File: src/rtl/system_pkg.sv
// System-wide constants and types shared by the Ibex data-side AHB-Lite bridge.
//   ADDR_WIDTH / DATA_WIDTH : bus widths (only a 32-bit data path is supported)
//   htrans_e                : AHB-Lite HTRANS encodings used by a single-transfer master
//   HSIZE_*                 : AHB-Lite HSIZE encodings for byte/half/word transfers
//   bridge_state_e          : bridge FSM states
package system_pkg;

    localparam int ADDR_WIDTH = 32;
    localparam int DATA_WIDTH = 32;

    typedef enum logic [1:0] {
        HTRANS_IDLE   = 2'b00,
        HTRANS_NONSEQ = 2'b10
    } htrans_e;

    localparam logic [2:0] HSIZE_BYTE = 3'b000;
    localparam logic [2:0] HSIZE_HALF = 3'b001;
    localparam logic [2:0] HSIZE_WORD = 3'b010;

    localparam logic [2:0] HBURST_SINGLE = 3'b000;
    // Non-cacheable, non-bufferable, privileged data access.
    localparam logic [3:0] HPROT_DATA    = 4'b0011;

    typedef enum logic [1:0] {
        ST_IDLE, // no data phase outstanding
        ST_DATA, // one bus data phase outstanding
        ST_ERR2, // first ERROR cycle seen, waiting for the second
        ST_LERR  // illegal byte enable granted, local error pending
    } bridge_state_e;

endpackage

File: src/rtl/ibex_ahbl_be_decode.sv
// Byte-enable to AHB-Lite size/low-address decode (purely combinational).
//   be      in  4 : Ibex byte enables
//   hsize   out 3 : AHB HSIZE for the enabled lanes
//   addr_lo out 2 : HADDR[1:0] of the lowest enabled lane
//   legal   out 1 : pattern is a naturally aligned byte, half or word
module ibex_ahbl_be_decode
    import system_pkg::*;
(
    input  logic [3:0] be,
    output logic [2:0] hsize,
    output logic [1:0] addr_lo,
    output logic       legal
);

    // NOTE: every output gets a default before the case so no path leaves it
    // unassigned; otherwise synthesis infers a latch to hold the old value.
    always_comb begin
        hsize   = HSIZE_BYTE;
        addr_lo = 2'b00;
        legal   = 1'b1;
        unique case (be)
            4'b1111: hsize = HSIZE_WORD;
            4'b0011: hsize = HSIZE_HALF;
            4'b1100: begin hsize = HSIZE_HALF; addr_lo = 2'b10; end
            4'b0001: addr_lo = 2'b00;
            4'b0010: addr_lo = 2'b01;
            4'b0100: addr_lo = 2'b10;
            4'b1000: addr_lo = 2'b11;
            default: legal = 1'b0;
        endcase
    end

endmodule

File: src/rtl/ibex_ahbl_bridge.sv
// Ibex data-memory (req/gnt/rvalid) to AHB-Lite single-transfer master bridge.
//   clk, rstn          : clock, asynchronous active-low reset
//   data_*             : Ibex LSU interface (req held stable until gnt,
//                        one rvalid per gnt, err qualified by rvalid)
//   ahbl_* outputs     : AHB-Lite master address/control and write data
//   ahbl_hrdata/hready/hresp : AHB-Lite slave response
// The address phase is combinational from the data_* inputs; HWDATA comes
// from a register loaded at grant and held through the data phase.
// Compile-time option IBEX_AHBL_PIPELINE_EN: when defined, a new address
// phase may overlap the current data phase, giving one transfer per cycle
// against a zero-wait slave. When undefined, issue happens only from IDLE.
module ibex_ahbl_bridge #(
    parameter int ADDR_WIDTH = system_pkg::ADDR_WIDTH,
    parameter int DATA_WIDTH = system_pkg::DATA_WIDTH
) (
    input  logic                  clk,
    input  logic                  rstn,

    input  logic                  data_req_i,
    output logic                  data_gnt_o,
    input  logic [ADDR_WIDTH-1:0] data_addr_i,
    input  logic                  data_we_i,
    input  logic [3:0]            data_be_i,
    input  logic [DATA_WIDTH-1:0] data_wdata_i,
    output logic                  data_rvalid_o,
    output logic [DATA_WIDTH-1:0] data_rdata_o,
    output logic                  data_err_o,

    output logic [ADDR_WIDTH-1:0] ahbl_haddr,
    output logic [2:0]            ahbl_hburst,
    output logic                  ahbl_hmastlock,
    output logic [3:0]            ahbl_hprot,
    output logic [2:0]            ahbl_hsize,
    output logic [1:0]            ahbl_htrans,
    output logic [DATA_WIDTH-1:0] ahbl_hwdata,
    output logic                  ahbl_hwrite,
    input  logic [DATA_WIDTH-1:0] ahbl_hrdata,
    input  logic                  ahbl_hready,
    input  logic                  ahbl_hresp
);

    import system_pkg::*;

    bridge_state_e         state_q, state_d;
    logic [DATA_WIDTH-1:0] wdata_q, wdata_d;
    logic                  we_q, we_d;

    logic [2:0] be_hsize;
    logic [1:0] be_addr_lo;
    logic       be_legal;
    logic       issue_ok;

    // Requests are word aligned; the low address bits come from the byte enables.
    logic unused_addr_lo;
    assign unused_addr_lo = ^data_addr_i[1:0];

    ibex_ahbl_be_decode u_be_decode (
        .be      (data_be_i),
        .hsize   (be_hsize),
        .addr_lo (be_addr_lo),
        .legal   (be_legal)
    );

    // An ERROR response in the data phase blocks issue so the following
    // transfer is not presented during the two-cycle ERROR sequence.
`ifdef IBEX_AHBL_PIPELINE_EN
    assign issue_ok = (state_q == ST_IDLE) || ((state_q == ST_DATA) && !ahbl_hresp);
`else
    assign issue_ok = (state_q == ST_IDLE);
`endif

    assign data_gnt_o     = issue_ok && data_req_i && ahbl_hready;
    assign ahbl_htrans    = (issue_ok && data_req_i && be_legal) ? HTRANS_NONSEQ : HTRANS_IDLE;
    assign ahbl_haddr     = {data_addr_i[ADDR_WIDTH-1:2], be_addr_lo};
    assign ahbl_hsize     = be_hsize;
    assign ahbl_hwrite    = data_we_i;
    assign ahbl_hburst    = HBURST_SINGLE;
    assign ahbl_hmastlock = 1'b0;
    assign ahbl_hprot     = HPROT_DATA;
    assign ahbl_hwdata    = wdata_q;

    always_comb begin
        state_d       = state_q;
        wdata_d       = wdata_q;
        we_d          = we_q;
        data_rvalid_o = 1'b0;
        data_err_o    = 1'b0;
        data_rdata_o  = '0;

        unique case (state_q)
            ST_DATA: begin
                if (ahbl_hresp) begin
                    // A single-cycle ERROR (hready already high) is still
                    // reported as an error rather than dropped.
                    if (ahbl_hready) begin
                        data_rvalid_o = 1'b1;
                        data_err_o    = 1'b1;
                        state_d       = ST_IDLE;
                    end else begin
                        state_d = ST_ERR2;
                    end
                end else if (ahbl_hready) begin
                    data_rvalid_o = 1'b1;
                    data_rdata_o  = we_q ? '0 : ahbl_hrdata;
                    state_d       = ST_IDLE;
                end
            end
            ST_ERR2: begin
                if (ahbl_hready) begin
                    data_rvalid_o = 1'b1;
                    data_err_o    = 1'b1;
                    state_d       = ST_IDLE;
                end
            end
            ST_LERR: begin
                data_rvalid_o = 1'b1;
                data_err_o    = 1'b1;
                state_d       = ST_IDLE;
            end
            default: ;
        endcase

        // A grant in DATA coincides with its completion, so it overrides the
        // return to IDLE chosen above.
        if (data_gnt_o) begin
            if (be_legal) begin
                state_d = ST_DATA;
                wdata_d = data_wdata_i;
                we_d    = data_we_i;
            end else begin
                state_d = ST_LERR;
            end
        end
    end

    // NOTE: state is updated with non-blocking assignments so every flop
    // samples the pre-edge values, independent of statement order.
    always_ff @(posedge clk or negedge rstn) begin
        if (!rstn) begin
            state_q <= ST_IDLE;
            wdata_q <= '0;
            we_q    <= 1'b0;
        end else begin
            state_q <= state_d;
            wdata_q <= wdata_d;
            we_q    <= we_d;
        end
    end

endmodule

File: config.mk
export PLATFORM = sky130hd
export DESIGN_NAME = ibex_ahbl_bridge
export DESIGN_NICKNAME = d
export VERILOG_FILES = /design/src/rtl/system_pkg.sv /design/src/rtl/ibex_ahbl_be_decode.sv /design/src/rtl/ibex_ahbl_bridge.sv
export SDC_FILE = /design/constraint.sdc
export NUM_CORES = 1
export LEC_CHECK = 0
export ABC_AREA = 1
export BUFFER_PORTS_ARGS = -buffer_cell sky130_fd_sc_hd__buf_4
export CAP_MARGIN = 20
export CORE_MARGIN = 4
export CORE_UTILIZATION = 41
export CTS_CLUSTER_DIAMETER = 120
export DETAILED_ROUTE_END_ITERATION = 8
export PLACE_DENSITY = 0.95
export SLEW_MARGIN = 20
export SYNTH_ARGS = -nofsm -noshare
export SYNTH_HDL_FRONTEND = slang
export SYNTH_SLANG_ARGS = --single-unit
File: constraint.sdc
create_clock -name clk -period 3.4 [get_ports clk]
set_input_delay 0.51 -clock clk [delete_from_list [all_inputs] [get_ports clk]]
set_output_delay 0.51 -clock clk [all_outputs]
set_load 0.05 [all_outputs]
* Yosys cells after proc, flatten, opt, wreduce, memory -nomap -nowiden
Cells that the tools add are included.
** Word-level totals
- Bits in registers :: 35
- Bits of input ports :: 106
- Output and inout bits :: 113
- Logic and storage cells :: 41
** Cells by class
- Equal/unequal tests :: 10
- Muxes and demuxes :: 18
- Reductions and logical operators :: 10
** Operator list (count)
- $mux W32 :: 4
- $eq A4 B4 Y1 const B :: 3
- $mux W2 :: 6
- $pmux W2 S3 :: 2
- $eq A4 B2 Y1 const B :: 2
- $reduce_or A7 Y1 :: 1
- $reduce_or A2 Y1 :: 3
- $eq A2 B2 Y1 const B :: 2
- $eq A4 B1 Y1 const B :: 1
- $eq A4 B3 Y1 const B :: 1
- $pmux W2 S2 :: 1
- $reduce_bool A4 Y1 :: 1
- $logic_and A1 B1 Y1 :: 3
- $mux W1 :: 3
- $pmux W1 S3 :: 1
- $eq A2 B1 Y1 const B :: 1
- $logic_not A2 Y1 :: 1
- $pmux W1 S2 :: 1
- $reduce_and A2 Y1 :: 1

* Depth between registers and ports, before layout
- Depth after elaboration :: 5
- Depth in mapped cells :: 9
- Depth with buffers taken out :: 9

* By module
A second synthesis with hierarchy kept.
** Unflattened totals
- Cell total of the unflattened synthesis :: 284
- Area, all modules :: 2234.6 um2
** Modules (own cells, without submodules)
- ibex_ahbl_bridge :: times used 1, cells each 263, area each 2130.8 um2, seq. area each 875.8 um2
- ibex_ahbl_be_decode :: times used 1, cells each 21, area each 103.8 um2, seq. area each 0.0 um2

* Worst setup path before layout
Ideal clock, no wire load.
- Path type :: input to output
- From :: input port ahbl_hready
- To :: output port data_rdata_o[0]
- Data arrival time :: 2.028 ns
- Required time :: 2.890 ns
- Slack :: 0.862 ns
- Stages :: 4
- Buffers on the path :: 1
- Cell sequence :: inv_2 -> or2_1 -> buf_6 -> nor3b_1
** Between the ends
- Longest elaborated chain between the ends :: 3
** Ends and longest elaborated chain
- start, declared :: RTL line ibex_ahbl_bridge.sv:38 : input logic ahbl_hready,
- $mux W32 :: RTL line ibex_ahbl_bridge.sv:102 : end else if (ahbl_hready) begin
- $mux W32 :: RTL line ibex_ahbl_bridge.sv:92 : if (ahbl_hresp) begin
- $mux W32 :: RTL line ibex_ahbl_bridge.sv:90 : unique case (state_q)
- end, declared :: RTL line ibex_ahbl_bridge.sv:26 : output logic [DATA_WIDTH-1:0] data_rdata_o,
Every way passes these cells.

* Worst setup path after layout
- From :: register state_q[1]
- To :: output port data_rdata_o[18]
** Between the ends
- Longest elaborated chain between the ends :: 2
** Ends and longest elaborated chain
- start, declared :: RTL line ibex_ahbl_bridge.sv:44 : bridge_state_e state_q, state_d;
- start signal, assigned :: RTL line ibex_ahbl_bridge.sv:144 : state_q <= state_d;
- $eq A2 B1 Y1 :: RTL line ibex_ahbl_bridge.sv:90
- $mux W32 :: RTL line ibex_ahbl_bridge.sv:90
Every way passes these cells.

==> results.yml <==
grt:
  antenna_found_initial: 0
  grt_max_degree: 36
  grt_pass1_vias: 2181
  grt_overflow: 0
  grt_util_all_layers_pct: 18.3
  grt_pass1_wl_um: 10800
die:
  die_area_mm2: 0.00727
  die_h_um: 85.3
  fp.dieW_um: 85.3
  initial_core_util_pct: 43.4
  ioPinCount: 219
  placementRows: 27
  design.core.area_mm2: 0.00564
critical_path:
  reg2reg_slack_ps: 1450
  crit_fanout: 32
  timing.rr.start: "state_q[1]"
  endpoint_kind: "output port"
  reg2reg_to: "ahbl_hwdata[12]"
  r2r_cells: 7
  cp_top_family: "buffers and inverters"
  cpPeakStageDelay_ps: 410
  path_cells: "inv_1 -> ha_1 -> nand2_1 -> buf_4 -> nor3b_2 -> buf_4"
  worstSetupPathDepth: 6
  arrival_ps: 1850
  crit_path_frequent_cell: "buf_4"
  crit_slowest_cell: "dfrtp_1"
  required_ps: 2890
  critPathKind: "flip-flop to output port"
  start_kind: "flip-flop"
  path_buf_inv: 3
logic_synthesis:
  synth_edf_count: 0
  synth_top_area_cell: "dfrtp_1"
  ys.flop_type: "dfrtp_1"
  yosysTopAreaCellShare_pct: 35.8
  yosysSeqAreaShare_pct: 35.8
  async_reset_ff_share_pct: 100
  ys_top_cells_by_area: "dfrtp_1 (36%), nor3b_2 (15%), buf_4 (13%)"
  avgSynthCellArea_um2: 8.59
  ys_warn_count: 0
  ys_ff_latch: 35
  synth.distinct_cells: 22
  syn_inst: 285
  netlist_area_mm2: 0.00245
clocking:
  clockBufferDepth: 2
  insertion_delay_ps: 280
  cts-htree-levels: 2
  root_buffer: "clkbuf_8"
  numCtsBuffers: 5
  ctsHoldBuffers: 0
  clkTransAtPathRegs_ps: 70
  post_cts_resized: 0
  cts_tree: "built"
  post_cts_buffers: 0
  clkSinkCount: 35
sta:
  fin_ws_ps: 1040
  tightestPinTransition_ps: 878
  fin_worst_skew_ps: 13.2
  slew_headroom_pct: 41.5
  hold_viol: 0
  fin_setup_tns_ps: 0
  maxSlewViolCount: 0
  fmax_mhz: 423
  setup-violations-final: 0
  grt_setup_unrepaired: "no"
  min_period_over_period_pct: 69.5
  period_needed_ps: 2360
cells_and_area:
  fin_util_pct: 59.1
  drive_above_1_share_pct: 49.5
  instances_no_fill: 464
  nets: 502
  layout_commonest_cell: "buf_4"
  n_antenna_cell: 0
  area_delta_synth_final_pct: 36.2
  layout_common_cells: "buf_4 (148), nand2_1 (85), nand3_1 (36), dfrtp_1 (35), nor3b_2 (30)"
routing:
  via_count: 2226
  drt_pass1_iterations: 4
  drt_wl_total_um: 6970
  ant_nets: 0
  vias_per_cell: 4.80
  drc: 0
  first_iter_violations: 84
  wl_per_cell_um: 15.0
placement:
  post-place-ws_ps: 1080
  dp.cells: 456
  portBuffers: 146
  place.gp.congestion: 0.872
  place_hpwl_um: 5540
run:
  max_cap_viol_count: 0
pwr:
  powerDensity_mw_per_mm2: 811
  vdd_drop_max_mv: 0.601
  leakage_nw: 1.82
outcome:
  status: "finished, final reports clean"
min_path:
  min_path_type: "primary input to async pin"
cells in the mapped netlist (2+ instances only):
cell type   n
ha_1        5
inv_2       3
nor3b_1     2
nor2_1      6
buf_4      44
conb_1      2
buf_6       7
inv_1      12
nand2_2     2
nor3b_2    30
a21oi_1     3
buf_2       6
nand2_1    85
nand3_1    36
dfrtp_1    35
flip-flops by register name, summed over array words and instances (netlist names):
| signal | cells |
|---|---|
| ahbl_hwdata | 32 |
| state_q | 2 |
| we_q | 1 |
where the power goes:
part / internal [W] / switching (W) / leakage, nW
Clock: 0.000166 / 0.000146 / 0.0484
Combinational: 0.000470 / 0.00120 / 1.32
Sequential: 0.000606 / 0.000115 / 0.443
Total: 0.00124 / 0.00146 / 1.82
worst max-delay path by stage:
stage	startpoint	end	slack, ps
floorplan	ahbl_hready	data_rdata_o[0]	860
global placement	ahbl_hready	data_rdata_o[14]	1120
detailed placement	ahbl_hready	data_rdata_o[0]	1080
CTS	state_q[1]	data_rdata_o[14]	1030
global route	state_q[1]	data_rdata_o[18]	880
finish	state_q[1]	data_rdata_o[18]	1040
per-stage QoR:
stage | cell area, µm² | total power [W] | hold WS (ps)
after floorplan | 2480 | 0.00201 | 214
after global placement | 3240 | 0.00236 | 454
after detailed placement | 3240 | 0.00241 | 459
after CTS | 3330 | 0.00273 | 178
after global routing | 3330 | 0.00288 | 193
final | 3330 | 0.00270 | 172
metal layers:
layer / track usage [%] / routed length, µm
met5: 0 / 0
met4: 5.18 / 141
met3: 7.28 / 827
met2: 32.2 / 3520
met1: 20.3 / 2480
area by class of cell:
class                   instances  area, µm²
fillers                       488       2310
repair buffers                148       1110
multi-input cells             186       1110
flip-flops and latches         35        876
well taps                      72       90.1
clock buffers                   7       86.3
inverters                      15       56.3
clock inverters                 1       8.76
cells by family after synthesis:
group	after synthesis	synth area share (%)
other cells	2	0.307
flops	35	35.8
compound gates	6	1.48
fa+ha+maj	5	2.56
buf+inv	72	20.2
simple gates	165	39.6
Note: power is estimated with default switching activity, not from simulation.
